==> config.mk <==
export PLATFORM = sky130hd
export DESIGN_NAME = hybrid_cache_mem_responder_flat
export DESIGN_NICKNAME = d
export VERILOG_FILES = /design/src/rtl/hybrid_cache_mem_responder_if.sv /design/src/rtl/hybrid_cache_mem_responder.sv /design/src/flat_wrapper.sv
export SDC_FILE = /design/constraint.sdc
export NUM_CORES = 1
export LEC_CHECK = 0
export ABC_AREA = 1
export BUFFER_PORTS_ARGS = -buffer_cell sky130_fd_sc_hd__buf_2
export CORE_MARGIN = 2
export CORE_UTILIZATION = 35
export CTS_CLUSTER_DIAMETER = 150
export CTS_CLUSTER_SIZE = 16
export DETAILED_ROUTE_END_ITERATION = 6
export PLACE_DENSITY = 0.55
export SLEW_MARGIN = 0
export SYNTH_ARGS = -nofsm -noshare
export SYNTH_HDL_FRONTEND = slang
export SYNTH_SLANG_ARGS = --single-unit
==> constraint.sdc <==
create_clock -name clk -period 8.35 [get_ports clk]
set_input_delay 0.835 -clock clk [delete_from_list [all_inputs] [get_ports clk]]
set_output_delay 0.835 -clock clk [all_outputs]
set_load 0.02 [all_outputs]
==> src/rtl/hybrid_cache_mem_responder_if.sv <==
// Bus bundle for the hybrid cache line memory responder: cache-side request/response
// signals plus the backing RAM port.
interface hybrid_cache_mem_responder_if #(
    parameter int unsigned ADDRBITS = 32,
    parameter int unsigned DATABITS = 32
);
    logic [ADDRBITS-1:0] mem_addr;
    logic [DATABITS-1:0] mem_in;
    logic                mem_wrreq;
    logic                mem_rdreq;
    logic [DATABITS-1:0] mem_out;
    logic                mem_out_valid;
    logic                cache_line_pause;
    logic                ram_req;
    logic                ram_we;
    logic [ADDRBITS-1:0] ram_addr;
    logic [DATABITS-1:0] ram_wdata;
    logic                ram_ack;
    logic [DATABITS-1:0] ram_rdata;
    logic                ram_rdata_valid;
    logic                busy;
    logic                overflow_err;
    logic                protocol_err;

    modport slave (
        input  mem_addr, mem_in, mem_wrreq, mem_rdreq, ram_ack, ram_rdata, ram_rdata_valid,
        output mem_out, mem_out_valid, cache_line_pause, ram_req, ram_we, ram_addr, ram_wdata,
               busy, overflow_err, protocol_err
    );

    modport master (
        output mem_addr, mem_in, mem_wrreq, mem_rdreq, ram_ack, ram_rdata, ram_rdata_valid,
        input  mem_out, mem_out_valid, cache_line_pause, ram_req, ram_we, ram_addr, ram_wdata,
               busy, overflow_err, protocol_err
    );
endinterface

==> src/rtl/hybrid_cache_mem_responder.sv <==
// In-order memory responder: request FIFO toward a RAM with accept handshake, read data
// returned in issue order, registered early backpressure and sticky error flags.
module hybrid_cache_mem_responder #(
    parameter int unsigned ADDRBITS     = 32,
    parameter int unsigned DATABITS     = 32,
    parameter int unsigned FIFOBITS     = 3,
    parameter int unsigned PAUSE_MARGIN = 2
) (
    input logic                          clk,
    input logic                          reset,
    hybrid_cache_mem_responder_if.slave  bus
);
    localparam int unsigned DEPTH = 1 << FIFOBITS;

    typedef logic [FIFOBITS-1:0] ptr_t;
    typedef logic [FIFOBITS:0]   cnt_t;
    typedef logic [FIFOBITS+1:0] pend_t;

    localparam cnt_t CNT_FULL  = cnt_t'(DEPTH);
    localparam cnt_t PAUSE_LVL = cnt_t'(DEPTH - PAUSE_MARGIN);

    logic                fifo_we    [DEPTH];
    logic [ADDRBITS-1:0] fifo_addr  [DEPTH];
    logic [DATABITS-1:0] fifo_wdata [DEPTH];

    ptr_t                wr_ptr, rd_ptr;
    cnt_t                cnt, cnt_next;
    pend_t               pend, pend_next, pend_plus;
    logic [DATABITS-1:0] mem_out_r;
    logic                mem_out_valid_r, pause_r, overflow_r, protocol_r;
    logic                req_any, pop, push, pop_rd, rsp_ok, unsolicited;
    logic                overflow_set, protocol_set;

    always_comb begin
        req_any      = bus.mem_wrreq | bus.mem_rdreq;
        pop          = (cnt != '0) && bus.ram_ack;
        // A full FIFO still takes a request when the head leaves in the same cycle.
        push         = req_any && ((cnt != CNT_FULL) || pop);
        overflow_set = req_any && !push;
        pop_rd       = pop && !fifo_we[rd_ptr];
        pend_plus    = pend + pend_t'(pop_rd);
        unsolicited  = bus.ram_rdata_valid && (pend_plus == '0);
        rsp_ok       = bus.ram_rdata_valid && !unsolicited;
        protocol_set = (bus.mem_wrreq && bus.mem_rdreq) || unsolicited;
        pend_next    = pend_plus - pend_t'(rsp_ok);
        cnt_next     = cnt + cnt_t'(push) - cnt_t'(pop);
    end

    // Storage carries no reset; validity is tracked by cnt and the pointers.
    always_ff @(posedge clk) begin
        if (!reset && push) begin
            fifo_we[wr_ptr]    <= bus.mem_wrreq;
            fifo_addr[wr_ptr]  <= bus.mem_addr;
            fifo_wdata[wr_ptr] <= bus.mem_in;
        end
    end

    always_ff @(posedge clk) begin
        if (reset) begin
            wr_ptr          <= '0;
            rd_ptr          <= '0;
            cnt             <= '0;
            pend            <= '0;
            mem_out_r       <= '0;
            mem_out_valid_r <= 1'b0;
            pause_r         <= 1'b0;
            overflow_r      <= 1'b0;
            protocol_r      <= 1'b0;
        end else begin
            if (push) wr_ptr <= wr_ptr + ptr_t'(1);
            if (pop)  rd_ptr <= rd_ptr + ptr_t'(1);
            cnt             <= cnt_next;
            pend            <= pend_next;
            mem_out_valid_r <= rsp_ok;
            if (rsp_ok) mem_out_r <= bus.ram_rdata;
            pause_r         <= (cnt_next >= PAUSE_LVL);
            overflow_r      <= overflow_r | overflow_set;
            protocol_r      <= protocol_r | protocol_set;
        end
    end

    assign bus.ram_req          = (cnt != '0);
    assign bus.ram_we           = bus.ram_req && fifo_we[rd_ptr];
    assign bus.ram_addr         = fifo_addr[rd_ptr];
    assign bus.ram_wdata        = fifo_wdata[rd_ptr];
    assign bus.mem_out          = mem_out_r;
    assign bus.mem_out_valid    = mem_out_valid_r;
    assign bus.cache_line_pause = pause_r;
    assign bus.busy             = (cnt != '0) || (pend != '0);
    assign bus.overflow_err     = overflow_r;
    assign bus.protocol_err     = protocol_r;
endmodule

==> src/flat_wrapper.sv <==
// flat-port wrapper written by rule: the top's interface ports become plain ports
module hybrid_cache_mem_responder_flat 
#(
    parameter int unsigned ADDRBITS     = 32,
    parameter int unsigned DATABITS     = 32,
    parameter int unsigned FIFOBITS     = 3,
    parameter int unsigned PAUSE_MARGIN = 2
)
  (clk, reset, bus_mem_addr, bus_mem_in, bus_mem_wrreq, bus_mem_rdreq, bus_ram_ack, bus_ram_rdata, bus_ram_rdata_valid, bus_mem_out, bus_mem_out_valid, bus_cache_line_pause, bus_ram_req, bus_ram_we, bus_ram_addr, bus_ram_wdata, bus_busy, bus_overflow_err, bus_protocol_err);
  hybrid_cache_mem_responder_if #(.ADDRBITS(ADDRBITS), .DATABITS(DATABITS)) bus_i ();
  input logic clk;
  input logic reset;
  input wire logic [$bits(bus_i.mem_addr)-1:0] bus_mem_addr;
  input wire logic [$bits(bus_i.mem_in)-1:0] bus_mem_in;
  input wire logic [$bits(bus_i.mem_wrreq)-1:0] bus_mem_wrreq;
  input wire logic [$bits(bus_i.mem_rdreq)-1:0] bus_mem_rdreq;
  input wire logic [$bits(bus_i.ram_ack)-1:0] bus_ram_ack;
  input wire logic [$bits(bus_i.ram_rdata)-1:0] bus_ram_rdata;
  input wire logic [$bits(bus_i.ram_rdata_valid)-1:0] bus_ram_rdata_valid;
  output wire logic [$bits(bus_i.mem_out)-1:0] bus_mem_out;
  output wire logic [$bits(bus_i.mem_out_valid)-1:0] bus_mem_out_valid;
  output wire logic [$bits(bus_i.cache_line_pause)-1:0] bus_cache_line_pause;
  output wire logic [$bits(bus_i.ram_req)-1:0] bus_ram_req;
  output wire logic [$bits(bus_i.ram_we)-1:0] bus_ram_we;
  output wire logic [$bits(bus_i.ram_addr)-1:0] bus_ram_addr;
  output wire logic [$bits(bus_i.ram_wdata)-1:0] bus_ram_wdata;
  output wire logic [$bits(bus_i.busy)-1:0] bus_busy;
  output wire logic [$bits(bus_i.overflow_err)-1:0] bus_overflow_err;
  output wire logic [$bits(bus_i.protocol_err)-1:0] bus_protocol_err;
  assign bus_i.mem_addr = bus_mem_addr;
  assign bus_i.mem_in = bus_mem_in;
  assign bus_i.mem_wrreq = bus_mem_wrreq;
  assign bus_i.mem_rdreq = bus_mem_rdreq;
  assign bus_i.ram_ack = bus_ram_ack;
  assign bus_i.ram_rdata = bus_ram_rdata;
  assign bus_i.ram_rdata_valid = bus_ram_rdata_valid;
  assign bus_mem_out = bus_i.mem_out;
  assign bus_mem_out_valid = bus_i.mem_out_valid;
  assign bus_cache_line_pause = bus_i.cache_line_pause;
  assign bus_ram_req = bus_i.ram_req;
  assign bus_ram_we = bus_i.ram_we;
  assign bus_ram_addr = bus_i.ram_addr;
  assign bus_ram_wdata = bus_i.ram_wdata;
  assign bus_busy = bus_i.busy;
  assign bus_overflow_err = bus_i.overflow_err;
  assign bus_protocol_err = bus_i.protocol_err;
  hybrid_cache_mem_responder #(.ADDRBITS(ADDRBITS), .DATABITS(DATABITS), .FIFOBITS(FIFOBITS), .PAUSE_MARGIN(PAUSE_MARGIN)) u_core (.clk(clk), .reset(reset), .bus(bus_i));
endmodule
==> results of run 1 <==
==> per-layer routing <==
| layer | vias to the layer above | global-route usage (%) |
|---|---|---|
| met5 | - | 0 |
| met4 | 14 | 3.95 |
| met3 | 70 | 3.56 |
| met2 | 319 | 25.4 |
| met1 | 6702 | 21.2 |
| li1 | 6469 | - |
==> tightest hold or removal path, stage by stage, from the launching register on <==
cell and delay, ps:
dfxtp_1 310, inv_1 50, a21oi_1 50
==> area by class of cell <==
type	instances	share of cell area [%]
Sequential cell	574	65.3
Multi-Input combinational cell	952	20.7
Timing Repair Buffer	224	4.58
Clock buffer	55	4.25
Tap cell	855	4.18
Inverter	61	0.904
Clock inverter	2	0.0684
Antenna cell	1	0.00978
==> final timing paths <==
check	from	to	slack, ps	depth (start not counted)
max	flop	bus_ram_wdata[25]	3460	7
max reg2reg	flop	u_core.pend[4]$_SDFF_PP0_	3550	21
min reg2reg	u_core.bus.overflow_err$_SDFF_PP0_	u_core.bus.overflow_err$_SDFF_PP0_	460	2
min	u_core.bus.overflow_err$_SDFF_PP0_	u_core.bus.overflow_err$_SDFF_PP0_	460	2
==> report_power, final <==
group          internal [mW]  switching [mW]  total, mW
combinational          0.680            1.45       2.13
clock                  0.908           0.929       1.84
sequential              3.39           0.153       3.55
==> sequential cells by signal (all words and copies together), names as in the netlist, named ones only <==
| name | cells |
|---|---|
| u_core.wr_ptr | 3 |
| u_core.rd_ptr | 3 |
| u_core.bus.cache_line_pause | 1 |
| u_core.bus.protocol_err | 1 |
| u_core.cnt | 4 |
| u_core.bus.overflow_err | 1 |
| u_core.fifo_addr | 256 |
| u_core.pend | 5 |
| u_core.fifo_wdata | 256 |
| u_core.fifo_we | 8 |
| u_core.bus.mem_out | 32 |
| u_core.bus.mem_out_valid | 1 |
==> cell families after synthesis <==
| group | Yosys count |
|---|---|
| AOI/OAI and AO/OA | 309 |
| xor gates and xnor gates | 2 |
| adders and majority gates | 13 |
| buffers and inverters | 166 |
| DFF | 574 |
| muxes | 128 |
| and+or+nand+nor | 500 |
==> cell usage in the layout (no fill, tap or decap), types with 2 or more instances in the layout <==
master	instances
buf_4	20
ha_1	12
nand4_1	4
nor3_1	2
a21oi_1	44
clkbuf_16	41
inv_6	2
dfxtp_1	51
xor2_1	2
nand2_2	2
nand2_1	257
nand3_1	23
nand3_2	21
inv_1	58
edfxtp_1	520
clkbuf_1	13
o21ai_0	134
buf_2	204
o22ai_1	128
inv_2	2
nor2_1	180
nor2_4	9
dfxtp_4	2
mux2i_1	128
==> per-stage QoR <==
step / setup WS, ps / std cells / hold WS, ps
2_1_floorplan: 3780 / 1692 / 433
5_1_grt: 3020 / 2724 / 490
3_3_place_gp: 3700 / 2666 / 438
4_1_cts: 3390 / 2723 / 461
3_5_place_dp: 3500 / 2666 / 450
6_report: 3460 / 2724 / 458
==> impl_metrics.prom, run 1 <==
# TYPE chip_impl_metric gauge
chip_impl_metric{name="synth.cell_area",unit="mm^2"} 0.0228
chip_impl_metric{name="wl",unit="um"} 53100
chip_impl_metric{name="worst-path-max-fanout",unit=""} 72
chip_impl_metric{name="detail_route.vias_per_cell",unit=""} 4.98
chip_impl_metric{name="start_util",unit="%"} 35.4
chip_impl_metric{name="grt_overflow",unit=""} 0
chip_impl_metric{name="dpl-instance-area",unit="mm^2"} 0.0245
chip_impl_metric{name="num_rows",unit=""} 93
chip_impl_info{name="yosysMostFrequentCell",value="edfxtp_1"} 1
chip_impl_metric{name="post-dp-hpwl",unit="um"} 28100
chip_impl_info{name="cts_tree",value="built"} 1
chip_impl_metric{name="design.portCount",unit=""} 205
chip_impl_metric{name="multi_input_logic_area",unit="mm^2"} 0.00531
chip_impl_metric{name="power.total",unit="mW"} 7.52
chip_impl_metric{name="synthDominantCellAreaShare",unit="%"} 68.6
chip_impl_metric{name="area.growth.synth_to_final",unit="%"} 12.4
chip_impl_info{name="outcome",value="finished, final reports clean"} 1
chip_impl_metric{name="timing.final.crit_share",unit="%"} 58.6
chip_impl_metric{name="buffer_levels_on_the_longest_clock_path",unit=""} 3
chip_impl_metric{name="synth-compound-area-share",unit="%"} 7.52
chip_impl_metric{name="avgSynthCellArea",unit="um^2"} 13.5
chip_impl_metric{name="detailroute.via_count",unit=""} 13600
chip_impl_metric{name="gp_congestion",unit=""} 0.761
chip_impl_metric{name="endpoints_failing_hold",unit=""} 0
chip_impl_info{name="largest_family_of_logic_cells_by_synthesized_area",value="simple AND/OR/NAND/NOR gates"} 1
chip_impl_metric{name="cts.reportedPaths.clkPinSlew",unit="ps"} 80
chip_impl_metric{name="layout-drive-gt1-share",unit="%"} 16.4
chip_impl_metric{name="grt_antenna_before_repair",unit=""} 10
chip_impl_info{name="rsz0062_at_grt",value="no"} 1
chip_impl_metric{name="synth_seq_area_share",unit="%"} 73.3
chip_impl_metric{name="asyncSetResetFlopFracSynth",unit="%"} 0
chip_impl_metric{name="grt_first_pass_wirelength",unit="um"} 80600
chip_impl_metric{name="n_fill_cell",unit=""} 6040
chip_impl_metric{name="period_minus_slack",unit="ps"} 4890
chip_impl_metric{name="critPathMaxStageDelay",unit="ps"} 870
chip_impl_metric{name="postSynthNetCount",unit=""} 1807
chip_impl_metric{name="core_area",unit="mm^2"} 0.0643
chip_impl_metric{name="firstDrtPassIters",unit=""} 5
chip_impl_info{name="critPathLaunchType",value="flop"} 1
chip_impl_info{name="dominantRegCellSynth",value="edfxtp_1"} 1
chip_impl_metric{name="synth_enable_flop_cells",unit=""} 520
chip_impl_metric{name="route.detailed.wl_per_inst",unit="um"} 19.5
chip_impl_metric{name="p_leak",unit="nW"} 9.02
chip_impl_metric{name="final_design_area_no_fill",unit="mm^2"} 0.0256
chip_impl_info{name="highest-signal-layer",value="met5"} 1
chip_impl_metric{name="synth.ff_latch_count",unit=""} 574
chip_impl_metric{name="yosys.area_share.adder",unit="%"} 0.747
chip_impl_info{name="dominant_cells_by_area_after_synthesis",value="edfxtp_1 (69%), mux2i_1 (5.6%), dfxtp_1 (4.7%)"} 1
chip_impl_metric{name="fin_tns_setup",unit="ps"} 0
chip_impl_metric{name="cp.required",unit="ps"} 7520
chip_impl_metric{name="drc",unit=""} 0
chip_impl_metric{name="routedLengthMet1",unit="um"} 23900
chip_impl_metric{name="relSlewSlack",unit="%"} 22.6
chip_impl_metric{name="die_area",unit="mm^2"} 0.0671
chip_impl_metric{name="die-height",unit="um"} 259
chip_impl_metric{name="vdd.ir_drop.worst",unit="mV"} 0.249
chip_impl_metric{name="synthesis.instances",unit=""} 1692
chip_impl_metric{name="gr-usage-all-layers",unit="%"} 15.6
chip_impl_metric{name="clock_skew",unit="ps"} 15.8
chip_impl_metric{name="grt_pass1_vias",unit=""} 13400
chip_impl_metric{name="cp_num_buf_inv",unit=""} 3
chip_impl_metric{name="clock_insertion_delay_worst_skew",unit="ps"} 580
chip_impl_metric{name="reg_area",unit="mm^2"} 0.0167
chip_impl_metric{name="dieWidth",unit="um"} 259
chip_impl_metric{name="grt_start_max_net_pins",unit=""} 93
chip_impl_metric{name="numClockSinks",unit=""} 574
chip_impl_metric{name="synth_mux_area_share",unit="%"} 5.63
chip_impl_metric{name="synth_xor_xnor_area_share",unit="%"} 0.0769
chip_impl_info{name="most_frequent_cells_after_synthesis",value="edfxtp_1 (520), nand2_1 (257), nor2_1 (188), o21ai_0 (134)"} 1
chip_impl_metric{name="slew_at_the_pin_closest_to_its_max_slew_limit",unit="ps"} 1160
chip_impl_metric{name="crit_arrival",unit="ps"} 4060
chip_impl_metric{name="power_per_cell_area",unit="mW/mm^2"} 294
chip_impl_info{name="critPathSlowestCell",value="buf_4"} 1
chip_impl_metric{name="finalCoreUtilization",unit="%"} 39.8
chip_impl_metric{name="route.met3.wl",unit="um"} 3200
chip_impl_metric{name="port_buffers",unit=""} 204
chip_impl_info{name="critPathCaptureType",value="output port"} 1
chip_impl_metric{name="ctsHtreeMaxLevel",unit=""} 2
chip_impl_metric{name="setup_viol_count_final",unit=""} 0
chip_impl_info{name="critical_path.cell_chain",value="buf_4, buf_4, o21ai_0, o22ai_1, nand2_1, nand2_1, buf_2"} 1
chip_impl_metric{name="synthSimpleGateAreaFrac",unit="%"} 9.08
chip_impl_info{name="holdCritPathClass",value="flop to flop"} 1
chip_impl_metric{name="maxClockFrequency",unit="GHz"} 0.204
chip_impl_metric{name="total_of_hold_buffers_inserted_after_clock_tree_synthesis",unit=""} 0
chip_impl_metric{name="yosys.cell_types.count",unit=""} 29
chip_impl_metric{name="layout.nets",unit=""} 1969
chip_impl_metric{name="postCtsResizedCells",unit=""} 0
chip_impl_metric{name="timing.final.max_slew_violations",unit=""} 0
chip_impl_info{name="clockRootBuffer",value="clkbuf_16"} 1
chip_impl_info{name="crit_family",value="buffers and inverters"} 1
chip_impl_info{name="timing.setup.critical_path_class",value="flop to output port"} 1
chip_impl_metric{name="post_cts_setup_buffer_count",unit=""} 0
chip_impl_info{name="yosys.area.top_type",value="edfxtp_1"} 1
chip_impl_metric{name="cts_made_buffers",unit=""} 41
chip_impl_metric{name="detail-route-antenna-nets",unit=""} 0
chip_impl_metric{name="met2_wirelength",unit="um"} 24800
chip_impl_metric{name="first_iteration_detailed_routing_drc_count",unit=""} 890
chip_impl_metric{name="drv.max_cap_violation_count",unit=""} 0
chip_impl_metric{name="yosys_warnings",unit=""} 0
Power figures use the tool's default switching activity.
==> run 2: changes to the inputs <==
--- a/config.mk
+++ b/config.mk
@@ -5,7 +5,7 @@
 export SDC_FILE = /design/constraint.sdc
 export NUM_CORES = 1
 export LEC_CHECK = 0
-export ABC_AREA = 1
+export ABC_AREA = 0
 export BUFFER_PORTS_ARGS = -buffer_cell sky130_fd_sc_hd__buf_2
 export CORE_MARGIN = 2
 export CORE_UTILIZATION = 35
==> constraint.sdc (replaced) <==
create_clock -name clk -period 4.83 [get_ports clk]
set_input_delay 0.483 -clock clk [delete_from_list [all_inputs] [get_ports clk]]
set_output_delay 0.483 -clock clk [all_outputs]
set_load 0.02 [all_outputs]
==> impl_metrics.prom, run 2 <==
# TYPE chip_impl_metric gauge
chip_impl_info{name="outcome",value="finished, final reports clean"} 1
chip_impl_metric{name="power_per_cell_area",unit="mW/mm^2"} 493
chip_impl_metric{name="gr-usage-all-layers",unit="%"} 13.9
chip_impl_metric{name="timing.final.max_slew_violations",unit=""} 0
chip_impl_metric{name="grt_antenna_before_repair",unit=""} 7
chip_impl_metric{name="yosys.cell_types.count",unit=""} 43
chip_impl_metric{name="clock_insertion_delay_worst_skew",unit="ps"} 590
chip_impl_metric{name="post-dp-hpwl",unit="um"} 24100
chip_impl_metric{name="finalCoreUtilization",unit="%"} 40.5
chip_impl_info{name="holdCritPathClass",value="input port to flop"} 1
chip_impl_metric{name="start_util",unit="%"} 35.2
chip_impl_info{name="most-common-layout-cells",value="edfxtp_1 (520), buf_2 (204), mux4_2 (130), nand2b_1 (65), mux2_2 (64)"} 1
chip_impl_metric{name="synthesis.instances",unit=""} 1024
chip_impl_metric{name="port_buffers",unit=""} 204
chip_impl_metric{name="postSynthNetCount",unit=""} 1139
chip_impl_metric{name="total_of_hold_buffers_inserted_after_clock_tree_synthesis",unit=""} 0
chip_impl_metric{name="layout-drive-gt1-share",unit="%"} 38.2
chip_impl_info{name="yosysMostFrequentCell",value="edfxtp_1"} 1
chip_impl_metric{name="clock_skew",unit="ps"} 22.6
chip_impl_metric{name="synth.ff_latch_count",unit=""} 574
chip_impl_metric{name="period_minus_slack",unit="ps"} 3380
chip_impl_metric{name="drc",unit=""} 0
chip_impl_metric{name="crit_arrival",unit="ps"} 2890
chip_impl_metric{name="r2r_setup_slack",unit="ps"} 1480
chip_impl_metric{name="synth_enable_flop_cells",unit=""} 520
chip_impl_info{name="timing.setup.critical_path_class",value="flop to output port"} 1
chip_impl_metric{name="timing.final.crit_share",unit="%"} 69.9
chip_impl_metric{name="routedLengthMet1",unit="um"} 19700
chip_impl_metric{name="detailroute.via_count",unit=""} 10200
chip_impl_metric{name="avgSynthCellArea",unit="um^2"} 21.6
chip_impl_info{name="dominantRegCellSynth",value="edfxtp_1"} 1
chip_impl_info{name="cts_tree",value="built"} 1
chip_impl_metric{name="slew_at_the_pin_closest_to_its_max_slew_limit",unit="ps"} 1020
chip_impl_metric{name="dieWidth",unit="um"} 255
chip_impl_metric{name="layout.nets",unit=""} 1356
chip_impl_metric{name="placed_cells",unit=""} 2044
chip_impl_metric{name="route.met3.wl",unit="um"} 2480
chip_impl_metric{name="final-instance-count-excl-fill",unit=""} 2103
chip_impl_metric{name="asyncSetResetFlopFracSynth",unit="%"} 0
chip_impl_metric{name="post_cts_setup_buffer_count",unit=""} 0
chip_impl_metric{name="relSlewSlack",unit="%"} 32.2
chip_impl_metric{name="endpoints_failing_hold",unit=""} 0
chip_impl_metric{name="cts_made_buffers",unit=""} 41
chip_impl_metric{name="design.portCount",unit=""} 205
chip_impl_metric{name="synthDominantCellAreaShare",unit="%"} 70.6
chip_impl_info{name="most_frequent_cells_after_synthesis",value="edfxtp_1 (520), mux4_2 (130), nand2b_1 (65), mux2_2 (64), dfxtp_1 (54)"} 1
chip_impl_metric{name="numClockSinks",unit=""} 574
chip_impl_info{name="rsz0062_at_grt",value="no"} 1
chip_impl_metric{name="yosys_warnings",unit=""} 0
chip_impl_metric{name="setup_viol_count_final",unit=""} 0
chip_impl_metric{name="die-height",unit="um"} 255
chip_impl_metric{name="detail-route-antenna-nets",unit=""} 0
chip_impl_info{name="critPathCaptureType",value="output port"} 1
chip_impl_info{name="most_common_library_cell_in_the_layout_ignoring_fill_and_taps",value="edfxtp_1"} 1
chip_impl_info{name="yosys.area.top_type",value="edfxtp_1"} 1
chip_impl_metric{name="cp.required",unit="ps"} 4350
chip_impl_metric{name="firstDrtPassIters",unit=""} 6
chip_impl_metric{name="route.detailed.wl_per_inst",unit="um"} 21.3
chip_impl_metric{name="detail_route.vias_per_cell",unit=""} 4.86
chip_impl_metric{name="core_area",unit="mm^2"} 0.0627
chip_impl_metric{name="met2_wirelength",unit="um"} 22000
chip_impl_metric{name="final_design_area_no_fill",unit="mm^2"} 0.0254
chip_impl_metric{name="first_iteration_detailed_routing_drc_count",unit=""} 460
chip_impl_info{name="highest-signal-layer",value="met5"} 1
chip_impl_metric{name="die_area",unit="mm^2"} 0.0652
chip_impl_metric{name="grt_start_max_net_pins",unit=""} 89
chip_impl_metric{name="dpl-instance-area",unit="mm^2"} 0.0242
chip_impl_metric{name="grt_first_pass_wirelength",unit="um"} 67500
chip_impl_metric{name="worst-path-max-fanout",unit=""} 64
chip_impl_metric{name="postCtsResizedCells",unit=""} 0
chip_impl_metric{name="gp_congestion",unit=""} 0.710
chip_impl_metric{name="num_rows",unit=""} 92
chip_impl_metric{name="area.growth.synth_to_final",unit="%"} 14.9
chip_impl_info{name="dominant_cells_by_area_after_synthesis",value="edfxtp_1 (71%), mux4_2 (13%), dfxtp_1 (4.9%)"} 1
chip_impl_metric{name="synth.cell_area",unit="mm^2"} 0.0221
chip_impl_metric{name="vdd.ir_drop.worst",unit="mV"} 0.277
chip_impl_metric{name="wl",unit="um"} 44900
chip_impl_metric{name="synth_seq_area_share",unit="%"} 75.5
chip_impl_metric{name="ctsHtreeMaxLevel",unit=""} 2
chip_impl_metric{name="drv.max_cap_violation_count",unit=""} 0
chip_impl_metric{name="cts.reportedPaths.clkPinSlew",unit="ps"} 80
chip_impl_metric{name="p_leak",unit="nW"} 8.22
chip_impl_metric{name="maxClockFrequency",unit="GHz"} 0.296
chip_impl_metric{name="buffer_levels_on_the_longest_clock_path",unit=""} 3
chip_impl_metric{name="grt_pass1_vias",unit=""} 11000
chip_impl_info{name="critPathLaunchType",value="flop"} 1
chip_impl_info{name="clockRootBuffer",value="clkbuf_16"} 1
chip_impl_metric{name="grt_overflow",unit=""} 0
-- run 2: cell count changes in the layout (fill, tap and decap cells not counted), moves of 38 or more --
cell      previous run  this run
a21oi_1             44         6
nand2_1            257         7
o21ai_0            134         1
mux2i_1            128        33
nand2b_1             0        65
mux2_2               0        64
nor2_1             180        17
o22ai_1            128         1
inv_1               58        12
mux4_2               0       130
-- run 2: layer usage --
metal / global-route usage, % / vias to the layer above
met5: 0 / -
met4: 2.92 / 12
met3: 3.39 / 55
met2: 23.2 / 213
met1: 18.6 / 5378
li1: - / 4559
-- run 2: critical path, stage by stage, from the launching register on --
cell and delay (ps):
dfxtp_4 520, buf_4 790, mux4_2 430, mux2_2 300, buf_2 170
-- run 2: worst paths after layout --
check                                      start                                   to  cells past startpoint
max                                         flop                      bus_ram_addr[8]                      4
min reg2reg  u_core.bus.mem_out[14]$_SDFFE_PP0P_  u_core.bus.mem_out[14]$_SDFFE_PP0P_                      2
min                            bus_ram_rdata[23]  u_core.bus.mem_out[23]$_SDFFE_PP0P_                      3
max reg2reg             u_core.cnt[2]$_SDFF_PP0_            u_core.pend[4]$_SDFF_PP0_                     14
-- run 2: final cells by class --
| class | count | area, um^2 |
|---|---|---|
| multi-input cells | 387 | 5160 |
| repair buffers | 225 | 1270 |
| fillers | 5608 | 37300 |
| inverters | 12 | 45.0 |
| flip-flops and latches | 574 | 16700 |
| diodes | 2 | 5.00 |
| well taps | 846 | 1060 |
| clock inverters | 3 | 66.3 |
| clock buffers | 54 | 1080 |
-- run 2: report_power, final --
group / switching, mW / total, mW / leakage (nW) / internal, mW
clock network: 1.62 / 3.21 / 0.555 / 1.59
registers: 0.170 / 6.02 / 5.15 / 5.85
logic: 1.81 / 3.30 / 2.51 / 1.49
total: 3.60 / 12.5 / 8.22 / 8.93
-- run 2: cell families after synthesis --
logic type | Yosys count | synth area share (%)
and+or+nand+nor | 120 | 3.14
adders and majority gates | 13 | 0.770
xor gates and xnor gates | 11 | 0.436
AOI/OAI and AO/OA | 16 | 0.538
muxes | 227 | 18.0
buffers and inverters | 63 | 1.58
DFF | 574 | 75.5
-- run 2: stage by stage --
stage / setup WS, ps / TNS (ps) / power [mW] / hold WS [ps]
6_report: 1450 / 0 / 12.5 / 155
4_1_cts: 1380 / 0 / 12.8 / 114
2_1_floorplan: -183 / -44390 / 8.61 / 454
3_5_place_dp: 1490 / 0 / 9.53 / 460
5_1_grt: 1230 / 0 / 13.2 / 121
3_3_place_gp: 1600 / 0 / 9.49 / 455
==> run 3: changes to the inputs <==
--- a/config.mk
+++ b/config.mk
@@ -5,14 +5,14 @@
 export SDC_FILE = /design/constraint.sdc
 export NUM_CORES = 1
 export LEC_CHECK = 0
-export ABC_AREA = 0
+export ABC_AREA = 1
 export BUFFER_PORTS_ARGS = -buffer_cell sky130_fd_sc_hd__buf_2
 export CORE_MARGIN = 2
 export CORE_UTILIZATION = 35
 export CTS_CLUSTER_DIAMETER = 150
 export CTS_CLUSTER_SIZE = 16
 export DETAILED_ROUTE_END_ITERATION = 6
-export PLACE_DENSITY = 0.55
+export PLACE_DENSITY = 0.57
 export SLEW_MARGIN = 0
 export SYNTH_ARGS = -nofsm -noshare
 export SYNTH_HDL_FRONTEND = slang
==> constraint.sdc (replaced) <==
create_clock -name clk -period 2.7 [get_ports clk]
set_input_delay 0.27 -clock clk [delete_from_list [all_inputs] [get_ports clk]]
set_output_delay 0.27 -clock clk [all_outputs]
set_load 0.02 [all_outputs]
==> impl_metrics.prom, run 3 (synthesis results as in run 1) <==
# TYPE chip_impl_metric gauge
chip_impl_info{name="most_common_library_cell_in_the_layout_ignoring_fill_and_taps",value="edfxtp_1"} 1
chip_impl_metric{name="clkPwrFrac",unit="%"} 24.0
chip_impl_info{name="r2r-start",value="u_core.fifo_we[0]$_DFFE_PP_"} 1
chip_impl_metric{name="clock_skew",unit="ps"} 22.8
chip_impl_metric{name="n_fill_cell",unit=""} 5887
chip_impl_metric{name="grt_antenna_before_repair",unit=""} 2
chip_impl_metric{name="r2r_setup_slack",unit="ps"} 170
chip_impl_metric{name="internal_power",unit="mW"} 16.1
chip_impl_metric{name="vdd.ir_drop.worst",unit="mV"} 1.01
chip_impl_metric{name="grt_first_pass_wirelength",unit="um"} 82100
chip_impl_metric{name="multi_input_logic_area",unit="mm^2"} 0.00543
chip_impl_metric{name="power.total",unit="mW"} 24.2
chip_impl_metric{name="maxClockFrequency",unit="GHz"} 0.383
chip_impl_metric{name="holdWs",unit="ps"} 28.8
chip_impl_metric{name="endpoints_failing_hold",unit=""} 0
chip_impl_metric{name="reg_area",unit="mm^2"} 0.0167
chip_impl_info{name="most-common-layout-cells",value="edfxtp_1 (520), nand2_1 (249), buf_2 (204), nor2_1 (179), o21ai_0 (132)"} 1
chip_impl_metric{name="layout-drive-gt1-share",unit="%"} 18.1
chip_impl_metric{name="power.combinational.fraction",unit="%"} 31.5
chip_impl_info{name="crit_family",value="buffers and inverters"} 1
chip_impl_metric{name="layout.nets",unit=""} 2092
chip_impl_info{name="rsz0062_at_grt",value="yes"} 1
chip_impl_metric{name="p_leak",unit="nW"} 9.70
chip_impl_metric{name="finalCoreUtilization",unit="%"} 42.4
chip_impl_metric{name="worst-path-max-fanout",unit=""} 140
chip_impl_metric{name="cts_made_buffers",unit=""} 41
chip_impl_metric{name="dieWidth",unit="um"} 259
chip_impl_metric{name="cts.reportedPaths.clkPinSlew",unit="ps"} 70
chip_impl_info{name="worst_setup_path_endpoint",value="bus_ram_wdata[31]"} 1
chip_impl_info{name="critPathCaptureType",value="output port"} 1
chip_impl_metric{name="route.detailed.wl_per_inst",unit="um"} 19.3
chip_impl_metric{name="detailroute.via_count",unit=""} 14200
chip_impl_metric{name="ctsHtreeMaxLevel",unit=""} 2
chip_impl_metric{name="num_rows",unit=""} 93
chip_impl_metric{name="antenna_cells",unit=""} 0
chip_impl_metric{name="relSlewSlack",unit="%"} 46.8
chip_impl_metric{name="gp_congestion",unit=""} 0.752
chip_impl_metric{name="buffer_levels_on_the_longest_clock_path",unit=""} 3
chip_impl_info{name="critPathLaunchType",value="flop"} 1
chip_impl_metric{name="drc",unit=""} 0
chip_impl_metric{name="firstDrtPassIters",unit=""} 7
chip_impl_metric{name="die_area",unit="mm^2"} 0.0671
chip_impl_metric{name="total_switching_power",unit="mW"} 8.13
chip_impl_metric{name="power_per_cell_area",unit="mW/mm^2"} 888
chip_impl_metric{name="cp.required",unit="ps"} 2430
chip_impl_metric{name="path_depth",unit=""} 6
chip_impl_metric{name="post-dp-hpwl",unit="um"} 27600
chip_impl_info{name="timing.setup.critical_path_class",value="flop to output port"} 1
chip_impl_info{name="critPathSlowestCell",value="dfxtp_4"} 1
chip_impl_metric{name="gr-usage-all-layers",unit="%"} 15.8
chip_impl_metric{name="numClockSinks",unit=""} 574
chip_impl_metric{name="critPathMaxStageDelay",unit="ps"} 400
chip_impl_metric{name="die-height",unit="um"} 259
chip_impl_metric{name="clock_insertion_delay_worst_skew",unit="ps"} 570
chip_impl_metric{name="port_buffers",unit=""} 204
chip_impl_metric{name="design.portCount",unit=""} 205
chip_impl_info{name="critical_path.cell_chain",value="buf_12, o21ai_0, o22ai_1, nand2_1, nand2_1, buf_2"} 1
chip_impl_metric{name="power_switching_share",unit="%"} 33.6
chip_impl_metric{name="core_area",unit="mm^2"} 0.0643
chip_impl_metric{name="start_util",unit="%"} 35.4
chip_impl_metric{name="setup_viol_count_final",unit=""} 0
chip_impl_metric{name="crit_arrival",unit="ps"} 2340
chip_impl_metric{name="worstRegToRegCells",unit=""} 21
chip_impl_metric{name="timing.final.max_slew_violations",unit=""} 0
chip_impl_info{name="worstReg2RegEnd",value="u_core.pend[4]$_SDFF_PP0_"} 1
chip_impl_metric{name="grt_overflow",unit=""} 0
chip_impl_metric{name="first_iteration_detailed_routing_drc_count",unit=""} 883
chip_impl_metric{name="cp_num_buf_inv",unit=""} 2
chip_impl_metric{name="detail-route-antenna-nets",unit=""} 0
chip_impl_metric{name="area.growth.synth_to_final",unit="%"} 19.9
chip_impl_metric{name="grt_pass1_vias",unit=""} 14200
chip_impl_metric{name="pwr-share-seq",unit="%"} 44.5
chip_impl_metric{name="final-instance-count-excl-fill",unit=""} 2848
chip_impl_metric{name="grt_start_max_net_pins",unit=""} 141
chip_impl_info{name="holdCritPathClass",value="input port to flop"} 1
chip_impl_info{name="outcome",value="finished, final reports clean"} 1
chip_impl_metric{name="placed_cells",unit=""} 2692
chip_impl_info{name="clockRootBuffer",value="clkbuf_16"} 1
chip_impl_metric{name="detail_route.vias_per_cell",unit=""} 4.99
chip_impl_metric{name="timing.final.crit_share",unit="%"} 96.7
chip_impl_metric{name="fin_tns_setup",unit="ps"} 0
chip_impl_metric{name="wl",unit="um"} 55000
chip_impl_metric{name="drv.max_cap_violation_count",unit=""} 0
chip_impl_info{name="critPathMostFrequentCell",value="nand2_1"} 1
chip_impl_info{name="cts_tree",value="built"} 1
chip_impl_metric{name="period_minus_slack",unit="ps"} 2610
chip_impl_metric{name="slew_at_the_pin_closest_to_its_max_slew_limit",unit="ps"} 798
==> run 3: cell types whose count changed in the layout (fill, tap and decap cells not counted), sizes merged, moves of 28 or more <==
cell and change:
buf +28, a21oi +38, inv +49, mux2i +95, o21ai +134, mux4 -130
nor2 +170, nand2 +252, mux2 -64, dlygate4sd3 +91, nand2b -65, o22ai +127
nand3 +39
==> run 3: through the flow <==
stage / instance area (um^2) / worst slack, ps
5_1_grt: 27300 / -66.7
4_1_cts: 27200 / 39.7
3_3_place_gp: 25000 / 96.5
6_report: 27300 / 88.9
3_5_place_dp: 25000 / 80.0
2_1_floorplan: 22900 / -248
==> run 3: layout make-up <==
class                   count  area share (%)
flip-flops and latches    574            61.2
well taps                 855            3.92
clock buffers              58            4.19
inverters                  61           0.857
clock inverters             1          0.0321
repair buffers            347            9.92
multi-input cells         952            19.9
==> run 3: timing repair <==
action,CTS,global route
pin swaps,0,11
hold buffers,91,0
hold endpoints to repair,544,0
setup buffers,0,1
cloned,2,3
endpoints found under the setup margin,59,29
resized for setup,8,9
==> run 3: layer usage <==
layer | global-route usage, % | wire, um | up-vias
li1 | - | - | 6714
met2 | 27.1 | 26800 | 342
met5 | 0 | 27 | -
met1 | 20.5 | 24200 | 7096
met4 | 3.66 | 939 | 4
met3 | 3.28 | 2960 | 68
==> run 3: tightest hold or removal path: cells and delay by family <==
family	cells	cell delay (ps)
AND/OR/NAND/NOR	3	160
buffers and inverters	2	130
==> run 3: power groups by stage <==
stage	sequential (mW)	combinational (mW)	clock, mW
finish	10.8	7.64	5.81
global route	10.9	8.42	6.30
CTS	10.8	7.58	6.02
detailed placement	11.0	7.32	0
global placement	11.0	7.21	0
floorplan	11.2	4.94	0
==> run 3: how the worst min path moves through the flow <==
stage | startpoint | to | slack, ps | depth (start not counted)
after global placement | u_core.rd_ptr[2]$_SDFFE_PP0P_ | flop | 440 | 2
after CTS | bus_ram_rdata[17] | u_core.bus.mem_out[17]$_SDFFE_PP0P_ | 2 | 5
after floorplan | reset | u_core.pend[3]$_SDFF_PP0_ | 350 | 1
final | bus_ram_rdata[17] | u_core.bus.mem_out[17]$_SDFFE_PP0P_ | 30 | 5
after detailed placement | u_core.bus.overflow_err$_SDFF_PP0_ | u_core.bus.overflow_err$_SDFF_PP0_ | 450 | 2
after global routing | reset | u_core.pend[1]$_SDFF_PP0_ | 20 | 2
